===== src/rtl/vector_load_unit.sv =====
// vector_load_unit: reads vecSize elements from byte memory into a shadow buffer and commits them atomically to vect_out.
// Latency: start to done is vecSize+2 cycles, so one vector completes every vecSize+3 cycles.
// Backpressure: none; start is ignored while busy. Defining VLOAD_STRIDE_EN adds the stride port; without it lanes are contiguous.
module vector_load_unit #(
    parameter int regSize   = 8,
    parameter int vecSize   = 16,
    parameter int addrWidth = 16
) (
    input  logic                 clk,
    input  logic                 rst,
    input  logic                 start,
    input  logic [addrWidth-1:0] base_addr,
`ifdef VLOAD_STRIDE_EN
    input  logic [addrWidth-1:0] stride,
`endif
    output logic                 mem_rd_en,
    output logic [addrWidth-1:0] mem_addr,
    input  logic [regSize-1:0]   mem_rdata,
    output logic                 busy,
    output logic                 done,
    output logic [regSize-1:0]   vect_out [vecSize-1:0]
);
    localparam int CW = (vecSize > 1) ? $clog2(vecSize) : 1;
    localparam logic [CW-1:0] LAST = CW'(vecSize - 1);

    typedef enum logic [1:0] {IDLE, READ, DRAIN, DONE} state_t;

    state_t               state;
    state_t               state_nxt;
    logic [CW-1:0]        issue_cnt;
    logic [CW-1:0]        cap_cnt;
    logic                 rd_en_d;
    logic [addrWidth-1:0] addr_step;
    logic [regSize-1:0]   shadow [vecSize-1:0];

`ifdef VLOAD_STRIDE_EN
    logic [addrWidth-1:0] stride_q;
    assign addr_step = stride_q;
`else
    assign addr_step = addrWidth'(1);
`endif

    always_ff @(posedge clk or posedge rst) begin
        if (rst) state <= IDLE;
        else     state <= state_nxt;
    end

    always_comb begin
        state_nxt = state;
        case (state)
            IDLE:    if (start) state_nxt = READ;
            READ:    if (issue_cnt == LAST) state_nxt = DRAIN;
            DRAIN:   state_nxt = DONE;
            DONE:    state_nxt = IDLE;
            default: state_nxt = IDLE;
        endcase
    end

    assign busy = (state != IDLE);

    // Addresses accumulate by the step, so lane i lands on base + i*step modulo 2^addrWidth.
    always_ff @(posedge clk or posedge rst) begin
        if (rst) begin
            mem_rd_en <= 1'b0;
            mem_addr  <= '0;
            done      <= 1'b0;
            issue_cnt <= '0;
            cap_cnt   <= '0;
            rd_en_d   <= 1'b0;
`ifdef VLOAD_STRIDE_EN
            stride_q  <= '0;
`endif
            for (int k = 0; k < vecSize; k++) begin
                shadow[k]   <= '0;
                vect_out[k] <= '0;
            end
        end else begin
            done    <= 1'b0;
            rd_en_d <= mem_rd_en;
            if (rd_en_d) begin
                shadow[cap_cnt] <= mem_rdata;
                cap_cnt         <= cap_cnt + 1'b1;
            end
            case (state)
                IDLE: begin
                    if (start) begin
                        mem_rd_en <= 1'b1;
                        mem_addr  <= base_addr;
                        issue_cnt <= '0;
                        cap_cnt   <= '0;
`ifdef VLOAD_STRIDE_EN
                        stride_q  <= stride;
`endif
                    end
                end
                READ: begin
                    if (issue_cnt == LAST) begin
                        mem_rd_en <= 1'b0;
                    end else begin
                        issue_cnt <= issue_cnt + 1'b1;
                        mem_addr  <= mem_addr + addr_step;
                    end
                end
                DRAIN: begin
                    // The final lane arrives this cycle; merge it so the commit is whole.
                    for (int k = 0; k < vecSize; k++)
                        vect_out[k] <= (rd_en_d && (CW'(k) == cap_cnt)) ? mem_rdata : shadow[k];
                    done <= 1'b1;
                end
                default: ;
            endcase
        end
    end
endmodule


===== config.mk =====
export PLATFORM = sky130hd
export DESIGN_NAME = vector_load_unit
export DESIGN_NICKNAME = d
export VERILOG_FILES = /design/src/rtl/vector_load_unit.sv
export SDC_FILE = /design/constraint.sdc
export NUM_CORES = 1
export LEC_CHECK = 0
export ABC_AREA = 1
export CAP_MARGIN = 10
export CORE_UTILIZATION = 45
export CTS_BUF_LIST = sky130_fd_sc_hd__clkbuf_4
export CTS_CLUSTER_DIAMETER = 40
export DETAILED_ROUTE_END_ITERATION = 10
export GPL_ROUTABILITY_DRIVEN = 0
export PLACE_DENSITY_LB_ADDON = 0.25
export SLEW_MARGIN = 20
export SYNTH_ARGS = -nofsm -noshare
export SYNTH_HDL_FRONTEND = slang
export SYNTH_SLANG_ARGS = --single-unit

===== constraint.sdc =====
create_clock -name clk -period 11.6 [get_ports clk]
set_clock_uncertainty 0.05 [all_clocks]
set_input_delay 1.16 -clock clk [delete_from_list [all_inputs] [get_ports clk]]
set_output_delay 1.16 -clock clk [all_outputs]
set_load 0.01 [all_outputs]

==> load_flow_metrics.sql <==
INSERT INTO impl_metrics (metric_group, metric, value, unit) VALUES
('outcome', 'status', 'finished clean', ''),
('synthesis', 'post_synth_most_frequent_cells', 'dfrtp_1 (285), nand2_1 (194), mux2_2 (128)', ''),
('synthesis', 'synthDominantCellAreaShare', '63.96', '%'),
('route', 'drt_drc_violations_left', '0', ''),
('synthesis', 'count_of_flip_flops_with_a_built_in_enable_after_synthesis', '0', ''),
('sta', 'fin_tns_setup', '0', 'ns'),
('sta', 'relSlewSlack', '32.61', '%'),
('synthesis', 'ys_seq_area_share', '63.96', '%'),
('synthesis', 'synth.ff_latch_count', '285', ''),
('cts', 'clk_latency', '0.66', 'ns'),
('global_route', 'global_routing_usage_summed_across_all_routing_layers', '20.20', '%'),
('power', 'power.static_leakage', '0.006107', 'uW'),
('cts', 'clk_root_buffer_cell', 'clkbuf_4', ''),
('sta', 'worst_slew_pin_slew', '1.011', 'ns'),
('global_route', 'vias_in_the_first_global_route', '7772', ''),
('route', 'route.antenna.remaining_nets', '0', ''),
('worst_setup_path', 'worst_path_largest_cell_delay', '0.88', 'ns'),
('synthesis', 'synth_top_area_cell', 'dfrtp_1', ''),
('cts', 'cts_post_setup_buffers_inserted', '0', ''),
('synthesis', 'syn_avg_cell_area', '11.38', 'um2'),
('global_route', 'grt_max_degree', '152', ''),
('route', 'drt_pre_antenna_iters', '5', ''),
('place', 'placed_area', '13110', 'um2'),
('cts', 'numClockSinks', '285', ''),
('synthesis', 'mappedNetlistNets', '1017', ''),
('place', 'post-dp-hpwl', '15310', 'um'),
('worst_setup_path', 'critical_path.max_fanout', '151', ''),
('worst_setup_path', 'critPathSlowestCell', 'buf_4', ''),
('floorplan', 'chipWidth', '159.4', 'um'),
('synthesis', 'mapped_cell_area', '11150', 'um2'),
('power', 'power.total', '4091', 'uW'),
('cts', 'postCtsResizedCells', '0', ''),
('worst_setup_path', 'critPathKind', 'in -> async', ''),
('floorplan', 'placementRows', '57', ''),
('worst_setup_path', 'cp.arrival', '3.80', 'ns'),
('global_route', 'gr-total-overflow', '0', ''),
('place', 'port_buffers', '173', ''),
('route', 'routed_wire_length_per_instance', '15.90', 'um'),
('route', 'totalWireLength', '24740', 'um'),
('sta', 'maxClockFrequency', '308.7', 'MHz'),
('sta', 'worst_hold_margin', '0.3642', 'ns'),
('sta', 'drv_slew', '0', ''),
('cells_and_area', 'finish.net_count', '1224', ''),
('worst_setup_path', 'type_of_destination_of_the_critical_path', 'async pin', ''),
('route', 'vias', '7681', ''),
('global_route', 'grt_first_pass_wirelength', '40570', 'um'),
('floorplan', 'core_area', '24320', 'um2'),
('cells_and_area', 'layoutNonFillerInstCount', '1556', ''),
('synthesis', 'synth.distinct_cells', '24', ''),
('cts', 'clock_tree_from_tritoncts', 'yes', ''),
('job', 'drv_cap', '0', ''),
('synthesis', 'yosysMostFrequentCell', 'dfrtp_1', ''),
('synthesis', 'leading_post_synthesis_cells_by_cell_area', 'dfrtp_1 (64%), mux2_2 (13%), nand2_1 (6.5%)', ''),
('worst_setup_path', 'timing.critical_path.cells', 'clkdlybuf4s50_1, clkinv_8, buf_4, buf_4', ''),
('synthesis', 'synthCells', '980', ''),
('cts', 'cts-root-to-sink-buffers', '3', ''),
('route', 'drt_first_iter_violations', '456', ''),
('floorplan', 'dieHeight', '159.4', 'um'),
('sta', 'period_minus_slack', '3.239', 'ns'),
('power', 'ir_worst_vdd', '0.1341', 'mV'),
('sta', 'finalSetupViolCount', '0', ''),
('synthesis', 'yosysWarningCount', '0', ''),
('worst_setup_path', 'cp_common_cell', 'buf_4', ''),
('global_route', 'antenna_found_initial', '1', ''),
('cts', 'clk_pin_slew', '0.07', 'ns'),
('sta', 'grt_setup_unrepaired', 'no', ''),
('synthesis', 'async_reset_ff_share', '100.0', '%'),
('worst_setup_path', 'ff2ff_path_depth', '9', ''),
('power', 'cellPowerDensity', '291.7', 'nW/um2'),
('cells_and_area', 'post-route-cell-area', '14020', 'um2'),
('route', 'post_drt_via_cell_ratio', '4.936', '');
## through the flow
step | setup slack, ns | util, %
4_1_cts | 8.017 | 57.55
5_1_grt | 7.945 | 57.66
3_5_place_dp | 7.304 | 53.90
3_3_place_gp | 7.320 | 53.90
2_1_floorplan | 2.526 | -
6_report | 8.361 | 57.66
## metal layers
metal / wire length (um) / global-route usage (%)
met1: 11730 / 27.85
met3: 1231 / 4.506
met2: 11400 / 31.32
met5: 0 / 0
met4: 379 / 7.736
## final timing paths
check / endpoint / slack [ns] / start
setup / recovery: shadow[27] / 8.36 / rst
hold / removal: rd_en_d / 0.36 / mem_rd_en
setup reg to reg: mem_addr[8] / 8.42 / state[1]
hold reg to reg: rd_en_d / 0.36 / mem_rd_en
max in group clk: busy / 8.38 / state[0]
min in group asynchronous: vect_out[4] / 0.99 / rst
## area by class of cell
| class | instances | area (um2) |
|---|---|---|
| antenna | 1 | 2.502 |
| clock buffer | 102 | 765.7 |
| clock inverter | 17 | 121.4 |
| fill | 2119 | 10300 |
| inverter | 45 | 181.4 |
| multi-input combinational | 605 | 3641 |
| sequential | 285 | 7132 |
| tap | 324 | 405.4 |
| timing repair buffer | 177 | 1774 |
## layout by cell type (no fill, tap or decap), types with 2 or more instances in the layout
| master | instances |
|---|---|
| dfrtp_1 | 285 |
| nand2_1 | 194 |
| clkdlybuf4s50_1 | 173 |
| mux2_2 | 128 |
| o21ai_0 | 112 |
| clkbuf_4 | 102 |
| nor2_1 | 74 |
| inv_1 | 44 |
| a21oi_1 | 44 |
| nand3_1 | 21 |
| clkinv_1 | 10 |
| ha_1 | 9 |
| nor2_4 | 4 |
| or2_2 | 4 |
| nand4_1 | 3 |
| inv_2 | 3 |
| buf_4 | 3 |
| xor2_1 | 2 |
| nor3_1 | 2 |
| o21a_1 | 2 |
| bufinv_16 | 2 |
## registers in the layout, summed over array words and instances (netlist names)
| signal | flops |
|---|---|
| vect_out | 128 |
| issue_cnt | 4 |
| mem_rd_en | 1 |
| done | 1 |
| shadow | 128 |
| rd_en_d | 1 |
| state | 2 |
| cap_cnt | 4 |
| mem_addr | 16 |
## logic make-up after synthesis
family / share of synthesized area (%)
AND/OR/NAND/NOR: 10.92
flip-flops: 63.96
AO/OA/AOI/OAI: 7.338
multiplexers: 12.93
buffers and inverters: 3.501
adder cells (fa/ha/maj): 1.122
XOR/XNOR: 0.2357
## worst max-delay path: cells and delay by family
family	cells	cell delay [ns]
buffers and inverters	4	2.55
## report_power, final
group,switching [uW],internal [uW]
Sequential,241,1440
Combinational,748,833
Clock,387,447
Total,1380,2720
(Power assumes the default switching activity.)
